$ cat src/rtl/fft_stage_ctrl_pkg.sv
// Shared encodings for the 2048-point FFT stage sequencer: stage modes,
// radix-4 stage codes, stage lengths, FSM states and issue-word packing.
package fft_stage_ctrl_pkg;

    typedef enum logic [1:0] {
        S_IDLE  = 2'b00,
        S_ISSUE = 2'b01,
        S_GAP   = 2'b10,
        S_DONE  = 2'b11
    } state_e;

    localparam logic [1:0] MODE_IDLE = 2'b00;
    localparam logic [1:0] MODE_R4   = 2'b10;
    localparam logic [1:0] MODE_R2F  = 2'b11;

    localparam logic [2:0] ST1 = 3'b100;
    localparam logic [2:0] ST2 = 3'b101;
    localparam logic [2:0] ST3 = 3'b110;
    localparam logic [2:0] ST4 = 3'b111;
    localparam logic [2:0] ST5 = 3'b000;

    localparam int unsigned R4_LEN = 32'd256;
    localparam int unsigned R2_LEN = 32'd1024;

    // Stages are numbered 1..6; stage 6 is the radix-2 stage with factor.
    localparam logic [2:0] FIRST_STAGE = 3'd1;
    localparam logic [2:0] LAST_STAGE  = 3'd6;

    function automatic logic [2:0] stage_code(input logic [2:0] stage);
        logic [2:0] code;
        case (stage)
            3'd1:    code = ST1;
            3'd2:    code = ST2;
            3'd3:    code = ST3;
            3'd4:    code = ST4;
            3'd5:    code = ST5;
            default: code = ST5;
        endcase
        return code;
    endfunction

    function automatic logic [1:0] stage_mode(input logic [2:0] stage);
        logic [1:0] m;
        if (stage == LAST_STAGE) begin
            m = MODE_R2F;
        end else begin
            m = MODE_R4;
        end
        return m;
    endfunction

    function automatic logic [9:0] last_index(input logic [2:0] stage);
        logic [9:0] li;
        if (stage == LAST_STAGE) begin
            li = 10'(R2_LEN - 32'd1);
        end else begin
            li = 10'(R4_LEN - 32'd1);
        end
        return li;
    endfunction

    // Radix-2 words carry the full 10-bit index; radix-4 words carry the stage code.
    function automatic logic [11:0] issue_word(input logic [2:0] stage, input logic [9:0] idx);
        logic [11:0] w;
        if (stage == LAST_STAGE) begin
            w = {2'b10, idx};
        end else begin
            w = {1'b0, stage_code(stage), idx[7:0]};
        end
        return w;
    endfunction

endpackage

$ cat src/rtl/fft_stage_ctrl.sv
// Sequences the six butterfly stages of a 2048-point transform, emitting one
// registered issue word per non-stalled cycle with idle gaps between stages.
module fft_stage_ctrl
    import fft_stage_ctrl_pkg::*;
#(
    parameter int unsigned GAP = 4
) (
    input  logic        clk,
    input  logic        rst_n,
    input  logic        start,
    input  logic        stall,
    output logic [11:0] cnt,
    output logic        ready,
    output logic [1:0]  mode,
    output logic        busy,
    output logic        done
);

    localparam bit         GAP_NONE = (GAP == 32'd0);
    localparam logic [3:0] GAP_LAST = GAP_NONE ? 4'd0 : 4'(GAP - 32'd1);

    state_e      state_q, state_d;
    logic [2:0]  stage_q, stage_d;
    logic [9:0]  idx_q, idx_d;
    logic [3:0]  gap_q, gap_d;
    logic [11:0] cnt_q, cnt_d;
    logic        ready_q, ready_d;
    logic [1:0]  mode_q, mode_d;
    logic        busy_q, busy_d;
    logic        done_q, done_d;
    logic        armed_q, armed_d;

    // Next-state and next-output logic for the stage sequencer.
    always_comb begin
        state_d = state_q;
        stage_d = stage_q;
        idx_d   = idx_q;
        gap_d   = gap_q;
        cnt_d   = cnt_q;
        ready_d = 1'b0;
        mode_d  = mode_q;
        busy_d  = busy_q;
        done_d  = 1'b0;
        // armed_q blocks a start that lands on the reset release edge
        armed_d = 1'b1;

        case (state_q)
            S_IDLE: begin
                if (start && armed_q) begin
                    state_d = S_ISSUE;
                    stage_d = FIRST_STAGE;
                    idx_d   = 10'd0;
                    gap_d   = 4'd0;
                    busy_d  = 1'b1;
                end else begin
                    state_d = S_IDLE;
                end
            end

            S_ISSUE: begin
                if (!stall) begin
                    ready_d = 1'b1;
                    cnt_d   = issue_word(stage_q, idx_q);
                    mode_d  = stage_mode(stage_q);
                    if (idx_q == last_index(stage_q)) begin
                        idx_d = 10'd0;
                        if (stage_q == LAST_STAGE) begin
                            state_d = S_DONE;
                        end else if (GAP_NONE) begin
                            stage_d = stage_q + 3'd1;
                        end else begin
                            state_d = S_GAP;
                            gap_d   = 4'd0;
                        end
                    end else begin
                        idx_d = idx_q + 10'd1;
                    end
                end else begin
                    ready_d = 1'b0;
                end
            end

            S_GAP: begin
                if (gap_q == GAP_LAST) begin
                    state_d = S_ISSUE;
                    stage_d = stage_q + 3'd1;
                    gap_d   = 4'd0;
                end else begin
                    gap_d = gap_q + 4'd1;
                end
            end

            S_DONE: begin
                state_d = S_IDLE;
                stage_d = 3'd0;
                idx_d   = 10'd0;
                cnt_d   = 12'd0;
                mode_d  = MODE_IDLE;
                busy_d  = 1'b0;
                done_d  = 1'b1;
            end

            default: begin
                state_d = S_IDLE;
                stage_d = 3'd0;
                idx_d   = 10'd0;
                gap_d   = 4'd0;
                cnt_d   = 12'd0;
                mode_d  = MODE_IDLE;
                busy_d  = 1'b0;
            end
        endcase
    end

    // State, counter and output registers with asynchronous clear.
    always_ff @(posedge clk or negedge rst_n) begin
        if (!rst_n) begin
            state_q <= S_IDLE;
            stage_q <= 3'd0;
            idx_q   <= 10'd0;
            gap_q   <= 4'd0;
            cnt_q   <= 12'd0;
            ready_q <= 1'b0;
            mode_q  <= MODE_IDLE;
            busy_q  <= 1'b0;
            done_q  <= 1'b0;
            armed_q <= 1'b0;
        end else begin
            state_q <= state_d;
            stage_q <= stage_d;
            idx_q   <= idx_d;
            gap_q   <= gap_d;
            cnt_q   <= cnt_d;
            ready_q <= ready_d;
            mode_q  <= mode_d;
            busy_q  <= busy_d;
            done_q  <= done_d;
            armed_q <= armed_d;
        end
    end

    assign cnt   = cnt_q;
    assign ready = ready_q;
    assign mode  = mode_q;
    assign busy  = busy_q;
    assign done  = done_q;

endmodule

$ cat config.mk
export PLATFORM = sky130hd
export DESIGN_NAME = fft_stage_ctrl
export DESIGN_NICKNAME = d
export VERILOG_FILES = /design/src/rtl/fft_stage_ctrl_pkg.sv /design/src/rtl/fft_stage_ctrl.sv
export SDC_FILE = /design/constraint.sdc
export NUM_CORES = 1
export LEC_CHECK = 0
export CORE_ASPECT_RATIO = 1.4
export CORE_MARGIN = 3
export CORE_UTILIZATION = 55
export CTS_CLUSTER_DIAMETER = 150
export DETAILED_ROUTE_END_ITERATION = 16
export PLACE_DENSITY = 0.81
export SLEW_MARGIN = 15
export SYNTH_ARGS = -nofsm -noshare
export SYNTH_HDL_FRONTEND = slang
export SYNTH_SLANG_ARGS = --single-unit
$ cat constraint.sdc
create_clock -name clk -period 2.2 [get_ports clk]
set_input_delay 0.44 -clock clk [delete_from_list [all_inputs] [get_ports clk]]
set_output_delay 0.44 -clock clk [all_outputs]
set_load 0.005 [all_outputs]
==> impl_metrics.csv, run 1 <==
group,metric,value,unit
grt,antenna_found_initial,0,
routing,detail-route-antenna-nets,0,
final_layout,antenna_cells,0,
yosys,synth_area_leaders,"dfrtp_1 (48%), nand2_1 (8.0%), nand3_1 (5.9%), ha_1 (4.0%), o21ai_0 (3.2%)",
yosys,ys_ff_latch,36,
yosys,syn_inst,202,
sta,fin_crit_sh,93.3,%
routing,wl_met2,1970,microns
sta,setup_viol,0,
setup_path,worstPathMaxFanout,9,
clocking,hold_buffers,0,
yosys,netlist.area_leader.share,48.2,%
routing,met3_length,209,microns
yosys,synth_area,1870,sq um
sta,hold_violations,0,
routing,vias,1543,
place,portBuffers,20,
routing,wirelength,3880,microns
routing,drc_errors,0,
grt,grt.overflow.total,0,
sta,whs,483,ps
yosys,syn_nets,212,
clocking,clk_pin_slew,70,ps
routing,vias_per_cell,5.91,
sta,slew_headroom,63.8,%
sta,max_clock_freq,0.487,GHz
final_layout,multi_input_area,860,sq um
routing,wl_met1,1620,microns
yosys,async_flop_share,100,%
routing,first_pass_iters,4,
grt,grt_pass1_wl,6870,microns
power,p_per_area,1040,nW/um^2
final_layout,nFillCells,247,
clocking,clk_path_buf_depth,2,
sta,finalSetupTns,0,ps
yosys,yosysSeqAreaShare,48.2,%
grt,grt_max_degree,37,
floorplanning,die_w,55.3,microns
sta,slew_violations,0,
clocking,htree_levels,2,
setup_path,worstPathArrival,2250,ps
yosys,synth_edf_count,0,
status,status,"complete, no violations",
place,gp_congestion,0.826,
clocking,cts_setup_buffers,0,
setup_path,end_kind,"register",
clocking,cts_buffers,5,
setup_path,crit_type,"register to register",
yosys,ys_warn_count,0,
final_layout,layout-drive-gt1-share,7.66,%
yosys,synth_top_cell_by_area,"dfrtp_1",
final_layout,nNetsFinal,231,
yosys,synth_flop_cell,"dfrtp_1",
clocking,cts_resized,0,
sta,worstMarginPinSlew,540,ps
floorplanning,ioPinCount,21,
min_path,hp-class,"register to register",
floorplanning,die_y,75.0,microns
yosys,ys_top_cells_by_count,"nand2_1 (40), dfrtp_1 (36), nand3_1 (22), o21ai_0 (12), inv_1 (9)",
place,dp_hpwl,2740,microns
sta,finalClockSkew,6.51,ps
setup_path,start_kind,"register",
clocking,cts_tree,"yes",
yosys,avgSynthCellArea,9.25,sq um
routing,drtIter0Drc,34,
yosys,synth.most_common_cell,"nand2_1",
run,maxCapViolCount,0,
final_layout,syn2layout_area_growth,20.1,%
sta,grt_setup_unrepaired,"no",
floorplanning,core,3180,sq um
yosys,ys_types,44,
routing,wl_per_cell,14.9,microns
sta,finalCriticalPeriod,2050,ps
clocking,worstSkewPairLatency,290,ps
grt,track_usage,20.9,%
floorplanning,rows,24,
setup_path,critPathRequiredTime,2400,ps
final_layout,fin_util,70.5,%
power,peakVddDrop,0.000663,V
grt,grt_pass1_vias,1563,
clocking,cts_root_buffer,"clkbuf_8",
clocking,cts_sinks,36,
floorplanning,dieArea,4140,sq um
power,p_leak,0.00104,uW
routing,highest_layer,"met4",
final_layout,regArea,901,sq um
floorplanning,start_util,58.7,%
worst paths after layout:
check / startpoint / end / slack [ps] / cells past startpoint
max: stage_q[0] / state_q[0] / 150 / 6
min: mode[1] / mode[1] / 480 / 2
max reg2reg: stage_q[0] / state_q[0] / 150 / 6
min reg2reg: mode[1] / mode[1] / 480 / 2
max in group asynchronous: rst_n / cnt[1] / 1310 / 2
min in group asynchronous: rst_n / cnt[10] / 560 / 2
power breakdown:
group          leakage [uW]  internal [uW]  switching (uW)
Combinational      0.000535            295             272
Sequential         0.000430            815             154
Clock             0.0000784            567             237
cells in the final DEF (no fill, tap or decap), drive strengths merged, types with 6 or more instances in the layout:
cell           count
ha                 6
clkdlybuf4s50     20
inv               10
a31oi              6
nand2             40
dfrtp             36
nand3             22
o21ai             14
area by class of cell:
| class | count | share of cell area, % |
|---|---|---|
| flip-flops and latches | 36 | 40.2 |
| multi-input cells | 143 | 38.3 |
| repair buffers | 25 | 10.6 |
| clock inverters | 3 | 4.02 |
| clock buffers | 5 | 3.07 |
| well taps | 39 | 2.18 |
| inverters | 10 | 1.67 |
flip-flops by register name, summed over array words and instances, names as in the netlist, 2 cells and up:
name / count
idx_q: 10
state_q: 2
stage_q: 3
gap_q: 4
cnt: 11
mode: 2
per-layer routing:
layer,track usage (%),vias up
met5,0,-
met4,11.4,0
met3,5.66,9
met2,37.1,52
met1,22.9,731
li1,-,751
cells by family after synthesis:
logic type      share of synthesized area [%]
simple gates                             24.6
other cells                             0.201
flops                                    48.2
xor+xnor                                0.469
fa+ha+maj                                4.02
mux                                      2.75
compound gates                           13.9
buf+inv                                  5.76
stage by stage:
stage | power (uW) | setup slack (ps) | cell area, sq um | std cells
detailed placement | 1550 | 59.6 | 2080 | 253
CTS | 2360 | 168 | 2240 | 261
global route | 2490 | 21.4 | 2240 | 261
floorplan | 1300 | 394 | 1870 | 202
finish | 2340 | 148 | 2240 | 261
global placement | 1520 | 110 | 2080 | 253
critical path: stages (launching register included):
cell	delay, ps
dfrtp_1	400
inv_1	100
ha_1	320
and4_1	250
o211ai_1	440
nand2_1	200
a32oi_1	250
Power figures use the tool's default switching activity.
==> inputs of run 2 (changes only) <==
--- a/config.mk
+++ b/config.mk
@@ -10,6 +10,7 @@
 export CORE_UTILIZATION = 55
 export CTS_CLUSTER_DIAMETER = 150
 export DETAILED_ROUTE_END_ITERATION = 16
+export MAX_ROUTING_LAYER = met4
 export PLACE_DENSITY = 0.81
 export SLEW_MARGIN = 15
 export SYNTH_ARGS = -nofsm -noshare
==> impl_metrics.csv, run 2 (synthesized netlist as in run 1, its figures left out) <==
group,metric,value,unit
status,status,"complete, no violations",
setup_path,path_cells,"inv_1 -> ha_1 -> and4_1 -> o211ai_1 -> nand2_1 -> a32oi_1",
sta,fin_crit_sh,92.8,%
final_layout,syn2layout_area_growth,20.1,%
clocking,clk_pin_slew,70,ps
place,gp_congestion,0.839,
floorplanning,die_w,55.3,microns
sta,max_clock_freq,0.490,GHz
setup_path,path_buf_inv,1,
routing,vias_per_cell,5.90,
setup_path,start_kind,"register",
clocking,cts_setup_buffers,0,
floorplanning,start_util,58.7,%
floorplanning,ioPinCount,21,
routing,first_pass_iters,4,
setup_path,slowest_delay,440,ps
place,portBuffers,20,
final_layout,nFillCells,247,
grt,grt_pass1_vias,1565,
final_layout,nNetsFinal,231,
power,peakVddDrop,0.000661,V
run,maxCapViolCount,0,
final_layout,layout_commonest_cell,"nand2_1",
routing,detail-route-antenna-nets,0,
grt,grt_max_degree,37,
routing,vias,1541,
clocking,cts_sinks,36,
clocking,cts_resized,0,
place,dpl_cell_area,2080,sq um
place,dp_hpwl,2740,microns
floorplanning,dieArea,4140,sq um
routing,drc_errors,0,
sta,finalSetupTns,0,ps
final_layout,layout-drive-gt1-share,7.66,%
clocking,cts_tree,"yes",
power,totalPowerFinal,2340,uW
floorplanning,rows,24,
clocking,htree_levels,2,
power,p_leak,0.00104,uW
clocking,cts_root_buffer,"clkbuf_8",
setup_path,critPathTopFamily,"compound AO/OA/AOI/OAI gates",
sta,hold_violations,0,
clocking,clk_path_buf_depth,2,
clocking,cts_buffers,5,
setup_path,crit_slowest_cell,"o211ai_1",
clocking,worstSkewPairLatency,290,ps
final_layout,fin_util,70.5,%
setup_path,worstPathMaxFanout,9,
routing,wl_per_cell,14.9,microns
routing,wirelength,3890,microns
sta,finalCriticalPeriod,2040,ps
sta,worstMarginPinSlew,547,ps
grt,track_usage,21.5,%
sta,setup_viol,0,
grt,grt.overflow.total,0,
setup_path,critPathRequiredTime,2390,ps
setup_path,crit_type,"register to register",
sta,grt_setup_unrepaired,"no",
sta,finalClockSkew,6.22,ps
final_layout,finalInstanceArea,2240,sq um
floorplanning,die_y,75.0,microns
setup_path,end_kind,"register",
final_layout,antenna_cells,0,
final_layout,largest_register_ffs,11,
floorplanning,core,3180,sq um
grt,antenna_found_initial,0,
setup_path,worstPathArrival,2240,ps
routing,drtIter0Drc,46,
clocking,hold_buffers,0,
power,p_per_area,1040,nW/um^2
sta,slew_headroom,63.4,%
sta,slew_violations,0,
final_layout,final_cell_mix,"nand2_1 (40), dfrtp_1 (36), nand3_1 (22)",
min_path,hp-class,"register to register",
grt,grt_pass1_wl,6870,microns
-- run 2: layout make-up --
cell class | count | area, sq um | area share (%)
Sequential cell | 36 | 901 | 40.2
Tap cell | 39 | 48.8 | 2.18
Clock inverter | 3 | 90.1 | 4.02
Inverter | 10 | 37.5 | 1.67
Clock buffer | 5 | 68.8 | 3.07
Multi-Input combinational cell | 143 | 860 | 38.3
Timing Repair Buffer | 25 | 238 | 10.6
-- run 2: final timing paths --
check,cells past startpoint,slack [ps],startpoint,to
worst max-delay path,6,160,stage_q[0],state_q[0]
worst min-delay path,2,480,mode[1],mode[1]
worst max register to register,6,160,stage_q[0],state_q[0]
worst min register to register,2,480,mode[1],mode[1]
max in group asynchronous,2,1310,rst_n,cnt[4]
min in group asynchronous,2,560,rst_n,cnt[10]
-- run 2: tightest hold or removal path, cell delays in order (launching register included) --
cell and delay (ps):
dfrtp_1 350, nand2_1 50, nand2_1 50
-- run 2: metrics by stage --
step	hold WS, ps	std cells	worst slack [ps]
finish	483	261	158
global route	524	261	21.4
CTS	491	261	168
detailed placement	473	253	59.6
global placement	460	253	110
floorplan	144	202	394
-- run 2: report_power, final --
part | internal [uW] | leakage [uW] | switching (uW)
Clock | 567 | 0.0000784 | 234
Combinational | 295 | 0.000535 | 273
Sequential | 816 | 0.000430 | 155
Total | 1680 | 0.00104 | 662
-- run 2: layer usage --
layer,GRT usage (%),vias to the layer above,wire length (microns),share of wire [%]
li1,-,750,-,-
met1,23.1,733,1630,42
met2,36.8,46,1960,50
met3,5.66,12,198,5.1
met4,11.4,0,99,2.5
met5,-,-,0,0
==> inputs of run 3 (changes only) <==
--- a/config.mk
+++ b/config.mk
@@ -7,11 +7,11 @@
 export LEC_CHECK = 0
 export CORE_ASPECT_RATIO = 1.4
 export CORE_MARGIN = 3
-export CORE_UTILIZATION = 55
+export CORE_UTILIZATION = 40
 export CTS_CLUSTER_DIAMETER = 150
 export DETAILED_ROUTE_END_ITERATION = 16
 export MAX_ROUTING_LAYER = met4
-export PLACE_DENSITY = 0.81
+export PLACE_DENSITY = 0.63
 export SLEW_MARGIN = 15
 export SYNTH_ARGS = -nofsm -noshare
 export SYNTH_HDL_FRONTEND = slang
==> impl_metrics.csv, run 3 (synthesized netlist as in run 1, its figures left out) <==
group,metric,value,unit
run,maxCapViolCount,0,
grt,grt_pass1_vias,1488,
setup_path,end_kind,"register",
final_layout,nNetsFinal,232,
sta,setup_viol,0,
clocking,worstSkewPairLatency,280,ps
power,peakVddDrop,0.000514,V
sta,slew_violations,0,
floorplanning,ioPinCount,21,
final_layout,largest_register_ffs,11,
floorplanning,core,4380,sq um
setup_path,crit_type,"register to register",
clocking,clk_path_buf_depth,2,
clocking,cts_root_buffer,"clkbuf_8",
setup_path,critPathTopFamily,"compound AO/OA/AOI/OAI gates",
clocking,cts_buffers,5,
final_layout,finalInstanceArea,2210,sq um
routing,drtIter0Drc,47,
final_layout,layout-drive-gt1-share,7.62,%
grt,antenna_found_initial,0,
place,dp_hpwl,2770,microns
floorplanning,rows,28,
sta,finalSetupTns,0,ps
floorplanning,die_w,63.8,microns
routing,wl_met2,1900,microns
sta,finalCriticalPeriod,1890,ps
sta,worstMarginPinSlew,570,ps
final_layout,fin_util,50.5,%
sta,finalClockSkew,7.97,ps
final_layout,syn2layout_area_growth,18.4,%
sta,hold_violations,0,
setup_path,path_cells,"inv_1 -> ha_1 -> a21o_1 -> or4_1 -> o21ai_1 -> mux2i_1",
min_path,hp-class,"register to register",
setup_path,worstPathMaxFanout,5,
floorplanning,start_util,42.7,%
routing,vias,1510,
setup_path,r2r-end,"gap_q[0]",
floorplanning,dieArea,5540,sq um
grt,grt.overflow.total,0,
setup_path,path_buf_inv,1,
routing,first_pass_iters,4,
routing,met3_length,143,microns
grt,grt_pass1_wl,6920,microns
setup_path,reg2reg_slack,310,ps
final_layout,nFillCells,416,
setup_path,start_kind,"register",
power,p_per_area,912,nW/um^2
sta,max_clock_freq,0.529,GHz
routing,highest_layer,"met4",
grt,grt_max_degree,37,
setup_path,slowest_delay,410,ps
min_path,holdCritStartpoint,"mode[1]",
final_layout,antenna_cells,0,
routing,wl_per_cell,13.6,microns
routing,wirelength,3860,microns
routing,drc_errors,0,
min_path,holdPathEnd,"mode[1]",
clocking,cts_sinks,36,
setup_path,rr_startpoint,"stage_q[0]",
status,status,"complete, no violations",
clocking,cts_tree,"yes",
setup_path,crit_slowest_cell,"dfrtp_1",
sta,fin_crit_sh,86.0,%
final_layout,final_cell_mix,"nand2_1 (40), dfrtp_1 (36), nand3_1 (22)",
power,p_leak,0.00102,uW
place,dpl_cell_area,2120,sq um
clocking,cts_setup_buffers,0,
clocking,hold_buffers,0,
place,gp_congestion,0.833,
routing,detail-route-antenna-nets,0,
place,portBuffers,20,
sta,slew_headroom,61.9,%
clocking,htree_levels,2,
sta,grt_setup_unrepaired,"no",
routing,vias_per_cell,5.34,
min_path,min_delay_path_depth,2,
setup_path,critPathRequiredTime,2350,ps
clocking,cts_resized,0,
final_layout,layout_commonest_cell,"nand2_1",
setup_path,worstPathArrival,2040,ps
clocking,clk_pin_slew,70,ps
floorplanning,die_y,86.9,microns
setup_path,r2r_cells,6,
grt,track_usage,16.5,%
routing,wl_met1,1700,microns
run 3: worst max-delay path by stage:
stage	endpoint	from	depth (start not counted)	slack [ps]
finish	gap_q[0]	stage_q[0]	6	310
global route	state_q[0]	stage_q[0]	6	180
CTS	gap_q[0]	stage_q[0]	6	270
detailed placement	idx_q[6]	start	5	60
global placement	idx_q[6]	start	5	110
floorplan	gap_q[3]	stage_q[0]	7	390
run 3: layout make-up:
type	instances	area, sq um	share of cell area [%]
tap	60	75.1	3.39
clock inverter	1	7.51	0.339
clock buffer	7	86.3	3.90
timing repair buffer	26	245	11.1
multi-input combinational	143	860	38.9
inverter	10	37.5	1.70
sequential	36	901	40.7
run 3: worst reg2reg max path, stage by stage, from the launching register on:
cell and delay [ps]:
dfrtp_1 410, inv_1 100, ha_1 270, a21o_1 210, or4_1 400, o21ai_1 270, mux2i_1 120
run 3: per-stage QoR:
stage	std cells	total power (uW)	setup slack (ps)	hold WS (ps)
after global routing	283	2180	176	511
after floorplan	202	1300	394	144
after global placement	275	1540	110	461
final	283	2020	308	476
after detailed placement	275	1560	64.5	463
after CTS	283	2050	271	481
run 3: report_power, final:
group	internal, uW	switching [uW]
Clock	254	228
Combinational	297	263
Sequential	816	158
Total	1370	650
run 3: per-layer routing:
metal	vias up	GRT usage [%]
met5	-	-
met4	0	8.06
met3	10	2.97
met2	33	27.7
met1	715	19.1
li1	752	-
